$ cat src/rtl/half_div_ctrl_if.sv
// Ratio-configuration channel of the fractional (N + 0.5) divider sequencer.
// The master offers an integer divisor plus a half-step flag over valid/ready;
// the slave reports a rejected (illegal) ratio with a one-cycle error pulse.
interface half_div_ctrl_if #(
  parameter int CNT_W = 4
);

  logic             cfg_valid;
  logic             cfg_ready;
  logic [CNT_W-1:0] cfg_div_int;
  logic             cfg_half;
  logic             cfg_err;

  // Side that offers new ratios (register/config logic).
  modport master (
    output cfg_valid,
    output cfg_div_int,
    output cfg_half,
    input  cfg_ready,
    input  cfg_err
  );

  // Side that consumes ratios (the sequencer).
  modport slave (
    input  cfg_valid,
    input  cfg_div_int,
    input  cfg_half,
    output cfg_ready,
    output cfg_err
  );

endinterface : half_div_ctrl_if

$ cat src/rtl/half_div_ctrl.sv
// Tick sequencer for the (N + 0.5) clock-divider family.
// A frame is period A (div_int cycles) followed by period B (div_int + half
// cycles), each ending in a one-cycle tick, so the average tick period is
// div_int + 0.5*half. New ratios are held as pending and only take effect at
// a frame boundary (or immediately when idle), so the average never glitches.
module half_div_ctrl #(
  parameter int CNT_W    = 4,
  parameter int RST_DIV  = 3,
  parameter bit RST_HALF = 1'b1
) (
  input  logic               clk,
  input  logic               rst,
  input  logic               en,
  half_div_ctrl_if.slave     cfg,
  output logic               tick,
  output logic               phase,
  output logic               busy
);

  typedef enum logic [1:0] {
    S_IDLE  = 2'd0,
    S_RUN_A = 2'd1,
    S_RUN_B = 2'd2
  } state_e;

  // Sequencer state
  state_e           state_q;
  logic [CNT_W-1:0] cnt_q;
  logic             busy_q;
  logic             phase_q;

  // Active ratio
  logic [CNT_W-1:0] div_q, div_d;
  logic             half_q, half_d;

  // Pending ratio, waiting for the next frame boundary
  logic             pend_vld_q, pend_vld_d;
  logic [CNT_W-1:0] pend_div_q, pend_div_d;
  logic             pend_half_q, pend_half_d;

  // Rejection pulse
  logic             err_q, err_d;

  // Decodes
  logic [CNT_W-1:0] half_add;
  logic [CNT_W-1:0] len_m1;
  logic             at_end;
  logic             frame_end;
  logic             cfg_xfer;
  logic             cfg_legal;
  logic             apply_cfg;

  // Last count of the current period: div-1 in A, div-1+half in B. With
  // div_int <= 2^CNT_W-1 the largest value is 2^CNT_W-1, so it fits in CNT_W.
  assign half_add  = (state_q == S_RUN_B && half_q) ? CNT_W'(1) : '0;
  assign len_m1    = div_q - CNT_W'(1) + half_add;

  // Tick is a pure decode of registered state and count (no input path).
  assign at_end    = (state_q != S_IDLE) && (cnt_q == len_m1);
  assign frame_end = (state_q == S_RUN_B) && at_end;

  // A handshake only happens while nothing is pending; a pending ratio is
  // applied as soon as the sequencer is idle or reaches the end of period B.
  assign cfg_xfer  = cfg.cfg_valid && !pend_vld_q;
  assign cfg_legal = cfg.cfg_div_int >= CNT_W'(2);
  assign apply_cfg = pend_vld_q && ((state_q == S_IDLE) || frame_end);

  assign tick          = at_end;
  assign phase         = phase_q;
  assign busy          = busy_q;
  assign cfg.cfg_ready = !pend_vld_q;
  assign cfg.cfg_err   = err_q;

  // Period/frame sequencing with registered phase and busy flags.
  // NOTE: every register here uses <= so all of them sample pre-edge values;
  // a blocking = would let later statements see the already-updated state.
  always_ff @(posedge clk) begin
    if (rst) begin
      state_q <= S_IDLE;
      cnt_q   <= '0;
      busy_q  <= 1'b0;
      phase_q <= 1'b0;
    end else begin
      case (state_q)
        S_IDLE: begin
          if (en) begin
            state_q <= S_RUN_A;
            cnt_q   <= '0;
            busy_q  <= 1'b1;
            phase_q <= 1'b0;
          end
        end
        S_RUN_A: begin
          if (at_end) begin
            state_q <= S_RUN_B;
            cnt_q   <= '0;
            phase_q <= 1'b1;
          end else begin
            cnt_q <= cnt_q + CNT_W'(1);
          end
        end
        S_RUN_B: begin
          if (at_end) begin
            cnt_q   <= '0;
            phase_q <= 1'b0;
            if (en) begin
              state_q <= S_RUN_A;
            end else begin
              state_q <= S_IDLE;
              busy_q  <= 1'b0;
            end
          end else begin
            cnt_q <= cnt_q + CNT_W'(1);
          end
        end
        default: begin
          state_q <= S_IDLE;
          cnt_q   <= '0;
          busy_q  <= 1'b0;
          phase_q <= 1'b0;
        end
      endcase
    end
  end

  // Ratio bookkeeping: accept/reject offers, promote pending to active.
  // NOTE: every output of this block is given its hold value first, so no
  // path leaves a signal unassigned and no latch can be inferred.
  always_comb begin
    div_d       = div_q;
    half_d      = half_q;
    pend_vld_d  = pend_vld_q;
    pend_div_d  = pend_div_q;
    pend_half_d = pend_half_q;
    err_d       = 1'b0;

    if (apply_cfg) begin
      div_d      = pend_div_q;
      half_d     = pend_half_q;
      pend_vld_d = 1'b0;
    end

    // Cannot coincide with apply_cfg: a transfer needs nothing pending.
    if (cfg_xfer) begin
      if (cfg_legal) begin
        pend_vld_d  = 1'b1;
        pend_div_d  = cfg.cfg_div_int;
        pend_half_d = cfg.cfg_half;
      end else begin
        err_d = 1'b1;
      end
    end
  end

  // Control registers of the ratio path, reset to the power-up ratio.
  always_ff @(posedge clk) begin
    if (rst) begin
      div_q      <= CNT_W'(RST_DIV);
      half_q     <= RST_HALF;
      pend_vld_q <= 1'b0;
      err_q      <= 1'b0;
    end else begin
      div_q      <= div_d;
      half_q     <= half_d;
      pend_vld_q <= pend_vld_d;
      err_q      <= err_d;
    end
  end

  // Pending ratio payload.
  // NOTE: deliberately not reset; it is only ever read while pend_vld_q is
  // set, and pend_vld_q is cleared by reset.
  always_ff @(posedge clk) begin
    pend_div_q  <= pend_div_d;
    pend_half_q <= pend_half_d;
  end

  // Structural invariants of the sequencer.
  a_tick_only_busy : assert property (@(posedge clk) disable iff (rst)
    tick |-> busy);
  a_cnt_in_period  : assert property (@(posedge clk) disable iff (rst)
    busy |-> (cnt_q <= len_m1));

endmodule : half_div_ctrl

$ cat src/flat_wrapper.sv
// flat-port wrapper written by rule: the top's interface ports become plain ports
module half_div_ctrl_flat 
#(
  parameter int CNT_W    = 4,
  parameter int RST_DIV  = 3,
  parameter bit RST_HALF = 1'b1
)
  (clk, rst, en, tick, phase, busy, cfg_cfg_valid, cfg_cfg_div_int, cfg_cfg_half, cfg_cfg_ready, cfg_cfg_err);
  half_div_ctrl_if #(.CNT_W(CNT_W)) cfg_i ();
  input  logic clk;
  input  logic rst;
  input  logic en;
  output logic tick;
  output logic phase;
  output logic busy;
  input wire logic [$bits(cfg_i.cfg_valid)-1:0] cfg_cfg_valid;
  input wire logic [$bits(cfg_i.cfg_div_int)-1:0] cfg_cfg_div_int;
  input wire logic [$bits(cfg_i.cfg_half)-1:0] cfg_cfg_half;
  output wire logic [$bits(cfg_i.cfg_ready)-1:0] cfg_cfg_ready;
  output wire logic [$bits(cfg_i.cfg_err)-1:0] cfg_cfg_err;
  assign cfg_i.cfg_valid = cfg_cfg_valid;
  assign cfg_i.cfg_div_int = cfg_cfg_div_int;
  assign cfg_i.cfg_half = cfg_cfg_half;
  assign cfg_cfg_ready = cfg_i.cfg_ready;
  assign cfg_cfg_err = cfg_i.cfg_err;
  half_div_ctrl #(.CNT_W(CNT_W), .RST_DIV(RST_DIV), .RST_HALF(RST_HALF)) u_core (.clk(clk), .rst(rst), .en(en), .cfg(cfg_i), .tick(tick), .phase(phase), .busy(busy));
endmodule
$ cat config.mk
export PLATFORM = sky130hd
export DESIGN_NAME = half_div_ctrl_flat
export DESIGN_NICKNAME = d
export VERILOG_FILES = /design/src/rtl/half_div_ctrl_if.sv /design/src/rtl/half_div_ctrl.sv /design/src/flat_wrapper.sv
export SDC_FILE = /design/constraint.sdc
export NUM_CORES = 1
export LEC_CHECK = 0
export ABC_AREA = 1
export BUFFER_PORTS_ARGS = -buffer_cell sky130_fd_sc_hd__buf_4
export CAP_MARGIN = 25
export CORE_MARGIN = 4
export CORE_UTILIZATION = 59
export CTS_CLUSTER_SIZE = 8
export DETAILED_ROUTE_END_ITERATION = 8
export PLACE_DENSITY = 0.82
export SLEW_MARGIN = 20
export SYNTH_ARGS = -nofsm -noshare
export SYNTH_HDL_FRONTEND = slang
export SYNTH_SLANG_ARGS = --single-unit
$ cat constraint.sdc
create_clock -name clk -period 6.3 [get_ports clk]
set_input_delay 1.89 -clock clk [delete_from_list [all_inputs] [get_ports clk]]
set_output_delay 1.89 -clock clk [all_outputs]
set_load 0.005 [all_outputs]
; ---- Word-level counts from Yosys, hierarchy flattened
; Index checks and enable logic that the tools add are counted.
[op_classes]
n_addsub = 3
order_cmp = 1
n_eq_ne = 7
mux = 21
bitwise_logic = 2
n_reduce_logical = 14
[op_table]
columns = cell, n
row1 = two-way mux 1 bit, 12
row2 = two-way mux 4 bit, 2
row3 = one-hot mux 4 bit (2 select lines), 1
row4 = two-way mux 2 bit, 3
row5 = one-hot mux 1 bit (3 select lines), 2
row6 = one-hot mux 2 bit (3 select lines), 1
row7 = logical AND 1 bit, 5
row8 = adder 4 x 1 -> 4 bit (second input constant), 1
row9 = adder 4 bit, 1
row10 = equality test 4 bit, 1
row11 = greater-or-equal comparator 4 x 2 -> 1 bit (second input constant), 1
row12 = != test 2 x 1 -> 1 bit (second input constant), 2
row13 = != test 2 bit (second input constant), 2
row14 = AND reduction 4 bit, 1
row15 = OR reduction 2 bit, 2
row16 = subtractor 4 x 1 -> 4 bit (second input constant), 1
row17 = AND reduction 3 bit, 1
row18 = equality test 2 x 1 -> 1 bit (second input constant), 1
row19 = equality test 2 bit (second input constant), 1
row20 = zero test 2 bit, 1
row21 = NOT 1 bit, 2
row22 = AND reduction 2 bit, 1
row23 = nonzero test 2 bit, 1
row24 = zero test 1 bit, 1
row25 = logical OR 1 bit, 1
[totals]
ff_bits = 20
in_bits = 9
out_inout_bits = 5
word_cells = 58

; ---- Longest topological paths before layout
; Gate-level depths: netlist of the first run.
[logic_depth]
ltp_word = 12
ltp_mapped = 17
ltp_nobuf = 17

; ---- Worst setup path before layout of the first run
; OpenSTA, ideal clock, no wires.
[synth_path]
kind = register to output
start = register u_core.state_q[1]
end = output port tick
t_arrival_ns = 1.726
t_required_ns = 4.410
slack_ns = 2.684
path_stages_with_launch = 12
n_path_buf = 0
path_cell_list = dfxtp_1 -> ha_1 -> nand2_1 -> ha_1 -> ha_1 -> nand2_1 -> inv_1 -> nor2_1 -> nand2_1 -> nor2_4 -> nand2_2 -> inv_1
[synth_between]
elab_chain_cells = 6
elab_cells_between_ends = 7
classes_between = 1 x add/sub / 2 x eq/ne / 1 x mux / 3 x reduce/logical
[synth_lines]
columns = element, line_no
row1 = from (decl), half_div_ctrl.sv:27  ; state_e state_q;
row2 = from (signal assigned), half_div_ctrl.sv:79  ; state_q <= S_IDLE;
row3 = from (signal assigned), half_div_ctrl.sv:87  ; state_q <= S_RUN_A;
row4 = from (signal assigned), half_div_ctrl.sv:95  ; state_q <= S_RUN_B;
row5 = equality test 2 bit, half_div_ctrl.sv:55  ; assign half_add = (state_q == S_RUN_B && half_q) ? CNT_W'(1) : '0;
row6 = logical AND 1 bit, half_div_ctrl.sv:55
row7 = two-way mux 1 bit, half_div_ctrl.sv:55
row8 = adder 4 bit, half_div_ctrl.sv:56  ; assign len_m1 = div_q - CNT_W'(1) + half_add;
row9 = equality test 4 bit, half_div_ctrl.sv:59  ; assign at_end = (state_q != S_IDLE) && (cnt_q == len_m1);
row10 = logical AND 1 bit (*), half_div_ctrl.sv:59
row11 = to (decl), flat_wrapper.sv:13  ; output logic tick;
; Mark *: on every way between the ends. The rest lies on a longest branch, timed or not.

; ---- Final worst setup path of the first run
; Same ends and word-level chain as after synthesis.

==> results of run 1 <==
critical path, stage by stage, from the launching register on:
cell and delay (ns):
sky130_fd_sc_hd__dfxtp_1 0.43, sky130_fd_sc_hd__ha_1 0.30, sky130_fd_sc_hd__nand2_1 0.09, sky130_fd_sc_hd__ha_1 0.21
sky130_fd_sc_hd__ha_1 0.31, sky130_fd_sc_hd__nand2_1 0.07, sky130_fd_sc_hd__inv_1 0.04, sky130_fd_sc_hd__nor2_1 0.10
sky130_fd_sc_hd__nand2_1 0.10, sky130_fd_sc_hd__nor2_4 0.13, sky130_fd_sc_hd__nand2_2 0.08, sky130_fd_sc_hd__inv_1 0.06
sky130_fd_sc_hd__buf_4 0.10
report_power, final:
group          internal, uW  switching, uW
clock network          24.6           35.6
logic                  78.7            123
registers               147           21.0
metrics by stage:
| stage | instances | cell area, um2 | util, % | total power, uW |
|---|---|---|---|---|
| final | 165 | 1160 | 73.57 | 429.8 |
| after global routing | 165 | 1160 | 73.57 | 468.5 |
| after CTS | 165 | 1160 | 73.57 | 430.4 |
| after detailed placement | 161 | 1134 | 71.90 | 367.8 |
| after global placement | 161 | 1134 | 71.90 | 358.4 |
| after floorplan | 134 | 1025 | - | 317.8 |
cell families (layout without fill, tap and decap cells):
group / after synthesis / count (layout) / share of synthesized area [%]
AO/OA/AOI/OAI: 16 / 16 / 8.670
XOR/XNOR: 2 / 2 / 1.710
adder cells (fa/ha/maj): 7 / 7 / 8.547
buffers and inverters: 24 / 39 / 8.913
flip-flops: 19 / 19 / 42.00
AND/OR/NAND/NOR: 66 / 66 / 30.16
worst max-delay path by stage:
stage | from | end | slack [ns] | cells past startpoint
global route | u_core.state_q[1]$_SDFFE_PP0P_ | tick | 1.89 | 12
CTS | u_core.state_q[1]$_SDFFE_PP0P_ | tick | 2.09 | 12
finish | u_core.state_q[1]$_SDFFE_PP0P_ | tick | 2.10 | 12
floorplan | u_core.state_q[1]$_SDFFE_PP0P_ | tick | 2.68 | 11
detailed placement | u_core.state_q[1]$_SDFFE_PP0P_ | tick | 2.44 | 12
global placement | u_core.state_q[1]$_SDFFE_PP0P_ | tick | 2.56 | 12
area by class of cell:
| type | instances | share of cell area, % |
|---|---|---|
| flip-flops and latches | 19 | 37.11 |
| repair buffers | 13 | 8.414 |
| inverters | 22 | 7.120 |
| well taps | 16 | 1.726 |
| multi-input cells | 91 | 43.37 |
| clock buffers | 4 | 2.265 |
cells in the final DEF, fill, tap and decap left out, drive strengths merged:
cell type and count:
a21oi 11, buf 13, clkbuf 4, dfxtp 14, edfxtp 5, ha 7, inv 22, nand2 32
nand3 14, nand3b 1, nand4 2, nor2 16, nor4 1, o21a 1, o21ai 3, o21bai 1
xnor2 1, xor2 1
sequential cells by signal, summed over array words and instances, names as in the netlist:
signal              cells
u_core.half_q           1
u_core.cfg.cfg_err      1
u_core.cnt_q            4
u_core.div_q            4
u_core.pend_div_q       4
u_core.pend_half_q      1
u_core.state_q          2
u_core.pend_vld_q       1
u_core.busy             1
layer usage:
metal	track usage, %	part of all wire [%]	up-vias
met5	0	0	-
met4	5.991	0.59	0
met3	6.325	4.5	2
met2	29.74	50	16
met1	22.26	45	413
li1	-	-	457
==> results, run 1 <==
- After detailed routing, the number of vias per cell comes to 5.382.
- The endpoint identified for the worst register-to-register timing path is u_core.state_q[0]$_SDFFE_PP0P_.
- The sort of element at the end of the critical path is an output pin.
- The share of the Yosys chip area taken by registers is 42.00%.
- The post-synthesis instance area is 0.001025 mm2.
- The CTS tree is built.
- Counting distinct cell types in the post-synthesis netlist gives 26.
- The transition time at the pin with the least slew margin is 0.4827 ns.
- For this configuration, the core starts out at a cell density of 65.00%.
- The TritonCTS buffer count is 3.
- The die area is 0.002468 mm2.
- The master cell of the clock root buffer is sky130_fd_sc_hd__clkbuf_4.
- During placement, the flow inserted port buffers numbering 13.
- In this run the critical register-to-register path is launched from u_core.state_q[1]$_SDFFE_PP0P_.
- The row count is 14.
- Ranked by total cell area, the synthesized netlist is headed by sky130_fd_sc_hd__dfxtp_1 27%, sky130_fd_sc_hd__edfxtp_1 15%, sky130_fd_sc_hd__nand2_1 10%.
- The startpoint identified for the worst hold timing path is u_core.div_q[1]$_SDFFE_PP1P_.
- The synthesized design devotes to its leading area cell type 27.35% of total area.
- The final RePlAce weighted congestion is 0.8313.
- The clock skew after layout is 0.001311 ns.
- The detail route stage leaves a number of antenna-violating nets equal to 0.
- The commonest cells after synthesis are 28 x sky130_fd_sc_hd__nand2_1, 20 x sky130_fd_sc_hd__inv_1, 14 x sky130_fd_sc_hd__dfxtp_1.
- The worst setup path is launched from a flop.
- The part of the cycle the worst path needs is 66.70%.
- The pre-antenna-repair detailed-routing pass consisted of 4 iterations.
- The ratio of cells with drive above 1 in the final layout is 18.12%.
- The fmax is 238.0 MHz.
- The first-pass GRT wire length is 3.525 mm.
- The longest clock path from root to sink contains 2 buffers.
- The net count of the finished layout is 166.
- The cell count after synthesis came out at 134.
- Adding up every negative setup slack in the final design gives 0 ns.
- The number of enable flip-flop cells after synthesis is 5.
- The peak supply drop is 0.3395 mV.
- The warning count from the yosys run is 0.
- For this design the top-level I/O count stands at 14.
- The flow ran to the end, and the final reports show no timing, DRC or antenna violations.
- The critical path is of the flop to output pin type.
- The top cell type by total area after synthesis is sky130_fd_sc_hd__dfxtp_1.
- Timing analysis after detailed placement gives a worst setup slack of 2.436 ns.
- The number of DRC markers in iteration 0 is 24.
- Headroom to the max-slew limit came out at 67.70%.
- The final route contains 888 vias.
- The number of antenna violations at the first check in global routing is 0.
- Summed over all cells, the static leakage comes to 0.0005756 uW.
- After layout, the minimum clock period comes to 4.202 ns.
- The clock network latency to the later pin of the worst-skew pair is 0.29 ns.
- The total detailed-routing wirelength is 2.024 mm.
- The final number of hold-violating endpoints is 0.
- Yosys instantiated no cell more often than sky130_fd_sc_hd__nand2_1.
- The hold-critical path depth is 2.
- Buffers inserted to repair hold after CTS numbered 0.
- The floorplan step defined a core boundary enclosing 0.001577 mm2.
- In this run the number of H-tree levels came out at 1.
- Global routing finished with a remaining overflow of 0.
- In this run the post-CTS setup repair buffer count came out at 0.
- The number of global-route vias before repair is 828.
- Of all nets on the critical path, the largest fanout is 5.
- The commonest register cell after synthesis is sky130_fd_sc_hd__dfxtp_1.
- The path class of the tightest hold or removal check is flop to flop.
- Registers take 430.4 um2.
- The worst reg-to-reg setup slack is 3.91 ns.
- The post-cts resize count is 0.
- The signed area change from the synthesized netlist to the final layout is 13.19%.
- Synthesis inferred 19 register bits.
- The number of max-cap violations is 0.
- The number of max-slew violations in the final report is 0.
- The die is 49.68 um tall.
- The HPWL after detailed placement is 1.556 mm.
- The critical path data arrival time is 2.31 ns.
- The count of cells along the worst register-to-register path is 14.
- The number of nets in the synthesized netlist is 150.
- Across all setup checks in the final design, the least slack found is 2.098 ns.
- The worst min-delay path endpoint is u_core.div_q[1]$_SDFFE_PP1P_.
- The mean instance size in the synthesized netlist is 7.647 um2.
- The share of async-settable or async-resettable flops after synthesis is 0%.
- The detailed-route wire length per cell is 12.27 um.
- 0 antenna diodes ended up in the layout.
- The die is 49.68 um wide.
- The total power density per cell area is 370.6 mW/mm2.
- The residual DRC count is 0.
- The number of filler cells placed in the layout is 125.
- Setup repair after global routing left no endpoint under its margin.
- In the final layout, the multi-input gates occupy 503.0 um2.
- The setup-violating endpoint count in the final report is 0.
- Entering global routing, the biggest net connects 12 pins.
- The count of clock tree sinks is 19.
- The aggregate global-route resource usage is 18.22%.
- The clock transition at the registers of the reported paths is 0.10 ns.
- The worst hold slack is 0.4739 ns.
- Data on the critical path is required at its endpoint by 4.41 ns.
Note: power is estimated with default switching activity, not from simulation.
==> run 2, diff against run 1 <==
- CORE_UTILIZATION: 59 -> 49
- PLACE_DENSITY: 0.82 -> 0.72
- clock period: 6.3 -> 3.7 ns (I/O delays scaled with it)
==> run 2 against run 1 <==
Against the previous run: combinational power is 65% higher; total power is 69% higher; wire length is 8.5% lower; largest power group unchanged.
==> results, run 2 (same netlist as run 1, synthesis figures left out) <==
- The flow ran to the end, and the final reports show no timing, DRC or antenna violations.
- The aggregate negative setup slack is 0 ns.
- The die area is 0.002887 mm2.
- The worst path required time is 2.59 ns.
- The critical path goes through ha_1 -> nand2_1 -> ha_1 -> ha_1 -> nand2_1 -> inv_1 -> nor2_1 -> nand2_1 -> nor2_4 -> nand2_2 -> inv_1 -> buf_4.
- For this design the static power due to leakage is 0.0005746 uW.
- The internal power summed over all cells is 425.1 uW.
- After detailed routing, the average wire length per cell comes to 10.52 um.
- Detailed routing placed a total of 48 um of wire on met3.
- The number of post-CTS setup repair buffers is 0.
- In the final layout, the registers with the most flip-flops are u_core.cnt_q: 4 flops, u_core.div_q: 4 flops, u_core.pend_div_q: 4 flops.
- The critical path class is flop to output pin.
- The library cells used most frequently in the layout, excluding fill and tap cells, are 28 x sky130_fd_sc_hd__nand2_1, 20 x sky130_fd_sc_hd__inv_1, 14 x sky130_fd_sc_hd__dfxtp_1.
- The first detailed-routing pass ran for 4 iterations.
- The maximum level of the CTS H-tree is 1.
- The area of all placed cells without fillers is 0.001177 mm2.
- The detailed router finished its first iteration with 12 violations.
- Per report_power, the sequential group accounts for 39.3% of the total.
- From synthesis to final layout, the design area changed by 14.90%.
- The final global-route overflow total is 0.
- After detailed routing, the number of remaining DRC violations is 0.
- The number of global-route vias before repair is 776.
- The CTS tree is built.
- The share of power burned in combinational logic is 45.6%.
- The reg-to-reg critical path endpoint is u_core.state_q[0]$_SDFFE_PP0P_.
- For the worst flop-to-flop path, the logic depth is 14.
- In this run the power spent charging and discharging nets is 302.1 uW.
- Setup repair after global routing left no endpoint under its margin.
- In this run, the clock network consumes 15.1% of the power.
- The placed instances occupy a cell area of 0.001147 mm2.
- The part of the cycle the worst path needs is 91.95%.
- The count of buffers added on input and output ports is 13.
- The final number of hold-violating endpoints is 0.
- The relative slew slack is 70.39%.
- The met2 wirelength from detailed routing is 870 um.
- The critical path data arrival time is 2.29 ns.
- The total power density per cell area is 617.7 mW/mm2.
- The first global-routing pass estimated 3.139 mm of wire.
- The total I/O pin count is 14.
- The net count reported at finish is 166.
- The number of max-slew violations in the final report is 0.
- The most common cell after layout, fill and taps aside is sky130_fd_sc_hd__nand2_1.
- The row count is 16.
- The maximum number of pins on one net before global-route repair is 13.
- The highest layer touched by signal routing is met4.
- The total vias in the final route is 849.
- Hold repair after CTS inserted 0 buffers.
- The worst setup path is captured at an output pin.
- The worst hold path belongs to the class flop to flop.
- In the routed layout, each cell is associated on average with a via count of 4.824.
- The die is 53.73 um tall.
- Once detail routing completed, the nets flagged for antenna violations numbered 0.
- After filler insertion, the fill cell instance count of the layout stands at 186.
- In this design, the stage delay of the slowest critical-path cell is 0.43 ns.
- Setup violations remaining at the end of the flow were counted as 0.
- The final RePlAce weighted congestion is 0.7798.
- Along the worst path, the maximum fanout reaches 5.
- The switching share of total power is 41.54%.
- The worst setup path is launched from a flop.
- Clock tree synthesis inserted a total of 3 buffers.
- The final worst setup slack is 0.2980 ns.
- The core region is 0.001982 mm2.
- The die extent in x is 53.73 um.
- The count of clock tree sinks is 19.
- The clock arrives with 0.006055 ns of skew.
- The number of max-cap violations is 0.
- The number of antenna violations at the first check in global routing is 0.
- For the pin with the worst max-slew slack, the measured transition is 0.4425 ns.
- The clock passes through at most 2 buffers.
- Global routing consumed, over all layers together, 14.56% of the routing resources.
- The master cell of the clock root buffer is sky130_fd_sc_hd__clkbuf_4.
- The shortest period the worst path allows is 3.402 ns.
- The total power after layout is 727.2 uW.
- The non-filler instance count after layout is 176.
- The peak supply drop is 0.3987 mV.
- Counting tap cells, the placed design contains a total of 172 instances.
- The ratio of cells with drive above 1 in the final layout is 18.79%.
- In the final routing, the length of wire on met1 measures 919 um.
- The post-cts resize count is 0.
- The worst setup slack before clock tree synthesis is 0.6417 ns.
- After legalization and detailed placement, the total HPWL measured 1.475 mm.
- The worst min-delay path endpoint is u_core.half_q$_SDFFE_PP1P_.
- 0 antenna diodes ended up in the layout.
- The slowest stage of the critical path is the sky130_fd_sc_hd__dfxtp_1 cell.
- The final layout contains routed wiring with a total length of 1.851 mm.
- Clock-pin slew was measured on the worst setup and hold paths at 0.12 ns.
- For flop-to-flop paths, the worst setup slack is 1.39 ns.
- The start point of the worst min-delay path is u_core.half_q$_SDFFE_PP1P_.
- For this configuration, the core starts out at a cell density of 51.70%.
- Counting instances, the worst hold path has a depth of 2.
- The startpoint identified for the worst register-to-register timing path is u_core.state_q[1]$_SDFFE_PP0P_.
- Based on the critical path, the design can be clocked at up to 293.9 MHz.
- The clock network latency to the later pin of the worst-skew pair is 0.30 ns.
==> run 2: cell types whose count changed in the layout (fill, tap and decap cells not counted), sizes merged <==
cell and change:
clkbuf -1, clkinvlp +1
==> run 2: worst max path at each step <==
| stage | from | endpoint | slack (ns) |
|---|---|---|---|
| global route | u_core.state_q[1]$_SDFFE_PP0P_ | tick | 0.09 |
| floorplan | u_core.state_q[1]$_SDFFE_PP0P_ | tick | 0.86 |
| finish | u_core.state_q[1]$_SDFFE_PP0P_ | tick | 0.30 |
| global placement | u_core.state_q[1]$_SDFFE_PP0P_ | tick | 0.73 |
| detailed placement | u_core.state_q[1]$_SDFFE_PP0P_ | tick | 0.64 |
| CTS | u_core.state_q[1]$_SDFFE_PP0P_ | tick | 0.29 |
==> run 2: metrics by stage <==
step	hold WS (ns)	utilization, %
2_1_floorplan	0.4287	-
3_5_place_dp	0.4490	57.89
4_1_cts	0.4784	59.41
5_1_grt	0.4972	59.41
3_3_place_gp	0.4454	57.89
6_report	0.4749	59.41
==> run 2: worst max-delay path: cells and delay by family (launching register included) <==
family        cells  cell delay [ns]
fa+ha+maj         3             0.83
simple gates      6             0.53
flops             1             0.43
buf+inv           3             0.20
==> run 2: metal layers <==
layer | up-vias | track usage (%)
met5 | - | 0
met2 | 13 | 24.19
met3 | 3 | 3.324
met4 | 0 | 3.830
met1 | 378 | 18.84
li1 | 455 | -
==> run 2: power by group through the flow <==
stage               clock network, uW  logic (uW)  registers (uW)
CTS                               113         334             286
detailed placement                  0         333             290
finish                            110         331             286
global route                      120         380             292
floorplan                           0         261             280
global placement                    0         324             287
==> run 2: final cells by class <==
type	instances	area (um2)	area share [%]
Multi-Input combinational cell	91	503.0	42.72
Sequential cell	19	430.4	36.56
Timing Repair Buffer	13	97.59	8.289
Tap cell	27	33.78	2.869
Inverter	22	82.58	7.014
Clock buffer	3	22.52	1.913
Clock inverter	1	7.507	0.6376
==> run 3, diff against run 2 <==
- CORE_MARGIN: 4 -> 2
==> run 3 against run 2 <==
Against the previous run: combinational power hardly changed; fmax up 0.92%; non-clock buffer count did not move; critical path depth increased by 1; via count is 2.4% higher; wire length decreased by 3.3%; global-route usage rose by 2.3 points; clock power decreased by 9%; die area decreased by 14%; worst hold slack better by 0.0039 ns; total power is 1.6% lower; highest routed layer unchanged; largest power group unchanged; clock skew down 0.00059 ns.
==> results, run 3 (same netlist as run 1, synthesis figures left out) <==
- The run finished with clean final reports.
- The residual DRC count is 0.
- At the pin with the least slew margin, the transition time is 0.4145 ns.
- After the first detailed-routing iteration, the DRC count stood at 10.
- Leaving out fill and tap cells, the most frequent cell in the layout is sky130_fd_sc_hd__nand2_1.
- The switching share of total power is 40.35%.
- The number of max-cap violations is 0.
- The number of filler cells placed in the layout is 198.
- The capture point of the critical path is tick.
- In this run the critical register-to-register path is launched from u_core.state_q[0]$_SDFFE_PP0P_.
- The region available for standard cell placement spans 0.001962 mm2.
- The worst pin sits at a relative slew slack of 72.26%.
- The ratio of cells with drive above 1 in the final layout is 18.12%.
- The number of antenna violations at the first check in global routing came to 0.
- Once the floorplan was initialized, standard cells occupied 52.23% of the core.
- Setup total negative slack on the finished layout was measured at 0 ns.
- In the final layout, the registers with the most flip-flops are u_core.cnt_q: 4 flops, u_core.div_q: 4 flops, u_core.pend_div_q: 4 flops.
- The die covers 0.002473 mm2.
- The row count is 16.
- Between clock sinks in the finished design, the worst skew comes to 0.005460 ns.
- The non-filler instance count after layout is 176.
- The first global-routing pass estimated 3.180 mm of wire.
- The sort of element at the end of the critical path is an output pin.
- The final global-route overflow total is 0.
- The fmax is 296.7 MHz.
- Along the worst path, the maximum fanout reaches 5.
- The number of post-CTS setup repair buffers is 0.
- The worst reg-to-reg setup slack is 1.42 ns.
- The CTS tree is built.
- Once the clock tree was built, the resizer swapped 0 gates to a different size.
- Across all layers, the routed design uses 869 vias.
- The maximum number of pins on one net before global-route repair is 12.
- The TritonCTS buffer count is 3.
- Including well taps, the total number of placed cells is 172.
- The worst path uses 91.10% of the clock period.
- The count of cells along the worst register-to-register path is 15.
- The sequential power share is 39.9%.
- In this run the horizontal extent of the chip is 49.73 um.
- The shortest period the worst path allows is 3.371 ns.
- Combinational cells account for 46.2% of the total power.
- The standby leakage power is 0.0005756 uW.
- Clock latency on the worst-skew pair, taken at its later pin, is 0.29 ns.
- Setup violations remaining at the end of the flow were counted as 0.
- The aggregate global-route resource usage is 16.89%.
- The part of the power in the clock network is 14.0%.
- In this run the deepest clock path goes through 2 buffers.
- The critical path class is flop to output pin.
- The master cell of the clock root buffer is sky130_fd_sc_hd__clkbuf_4.
- Setup repair after global routing left no endpoint under its margin.
- The count of buffers from port buffering is 13.
- Cell internal power was estimated by the tool at 426.7 uW.
- The first detailed-routing pass took 4 iterations.
- Buffers inserted to repair hold after CTS numbered 0.
- For this design the top-level I/O count stands at 14.
- The total net switching power is 288.6 uW.
- Leaving out fill and tap cells, the most frequent cells in the layout are 28 x sky130_fd_sc_hd__nand2_1, 20 x sky130_fd_sc_hd__inv_1, 14 x sky130_fd_sc_hd__dfxtp_1.
- The residual antenna-violating net count after detailed routing is 0.
- VDD sags by at most 0.3194 mV.
- For the worst setup path, the data arrival time is 2.26 ns.
- The detailed-route wire length per cell is 10.16 um.
- Once detailed placement completed, the half-perimeter wirelength came to 1.445 mm.
- In this run the number of H-tree levels came out at 1.
- The signed area change from the synthesized netlist to the final layout is 14.53%.
- The congestion estimate from routability-driven global placement came to 0.7672.
- The startpoint kind of the worst setup timing path is a flop.
- The number of global-route vias before repair was 787.
- Dividing the detail-routed via count by the number of cells gives 4.938.
- At the worst endpoint, the required time is 2.59 ns.
- The final number of hold-violating endpoints is 0.
- The total power density per cell area is 609.5 mW/mm2.
- The total detailed-routing wirelength is 1.789 mm.
- The type of the worst min-delay path is flop to flop.
- The number of max-slew violations in the final report is 0.
- In this run the critical register-to-register path is captured at u_core.div_q[0]$_SDFFE_PP1P_.
- The total power after layout is 715.3 uW.
- The clock net in this run drives a total of 19 sinks.
- The vertical die dimension is 49.73 um.
- The clock transition at the registers of the reported paths is 0.10 ns.
- The net count reported at finish is 166.
- The count of inserted antenna diode cells is 0.
- The start point of the critical path is u_core.state_q[0]$_SDFFE_PP0P_.
run 3: worst min path at each step:
stage,from,to,slack (ns),cells past startpoint
after floorplan,u_core.half_q$_SDFFE_PP1P_,u_core.half_q$_SDFFE_PP1P_,0.43,2
after global placement,u_core.div_q[1]$_SDFFE_PP1P_,u_core.div_q[1]$_SDFFE_PP1P_,0.45,2
after detailed placement,u_core.div_q[1]$_SDFFE_PP1P_,u_core.div_q[1]$_SDFFE_PP1P_,0.45,2
after CTS,u_core.div_q[1]$_SDFFE_PP1P_,u_core.div_q[1]$_SDFFE_PP1P_,0.48,2
after global routing,u_core.div_q[0]$_SDFFE_PP1P_,u_core.div_q[0]$_SDFFE_PP1P_,0.51,2
final,u_core.div_q[1]$_SDFFE_PP1P_,u_core.div_q[1]$_SDFFE_PP1P_,0.48,2
run 3: routing by layer:
layer  up-vias  GRT usage, %  share of wire, %
li1        458             -                 -
met1       389         18.69                45
met2        20         30.67                49
met3         2         3.939               4.9
met4         0         6.944              0.67
met5         -             0                 0
run 3: power by group through the flow:
stage	Combinational, uW	Sequential, uW	Clock, uW
2_1_floorplan	261	280	0
4_1_cts	333	285	105
6_report	330	285	99.9
3_3_place_gp	326	287	0
5_1_grt	385	291	112
3_5_place_dp	331	290	0
run 3: worst max-delay path: stages (launching register included):
cell,delay [ns]
sky130_fd_sc_hd__dfxtp_1,0.36
sky130_fd_sc_hd__inv_1,0.09
sky130_fd_sc_hd__ha_1,0.26
sky130_fd_sc_hd__nand2_1,0.08
sky130_fd_sc_hd__ha_1,0.22
sky130_fd_sc_hd__ha_1,0.32
sky130_fd_sc_hd__nand2_1,0.07
sky130_fd_sc_hd__inv_1,0.03
sky130_fd_sc_hd__nor2_1,0.07
sky130_fd_sc_hd__nand2_1,0.10
sky130_fd_sc_hd__nor2_4,0.13
sky130_fd_sc_hd__nand2_2,0.09
sky130_fd_sc_hd__inv_1,0.06
sky130_fd_sc_hd__buf_4,0.10
run 3: final cells by class:
type	count	area, um2	share of cell area (%)
Clock buffer	4	26.28	2.239
Inverter	22	82.58	7.036
Multi-Input combinational cell	91	503.0	42.86
Sequential cell	19	430.4	36.67
Tap cell	27	33.78	2.878
Timing Repair Buffer	13	97.59	8.316
run 3: stage by stage:
step | hold slack, ns | utilization (%) | instance area, um2 | worst slack [ns]
floorplan | 0.4287 | - | 1025 | 0.8641
CTS | 0.4766 | 59.82 | 1174 | 0.3184
finish | 0.4787 | 59.82 | 1174 | 0.3292
global route | 0.5090 | 59.82 | 1174 | 0.1925
detailed placement | 0.4502 | 58.48 | 1147 | 0.6528
global placement | 0.4466 | 58.48 | 1147 | 0.7460
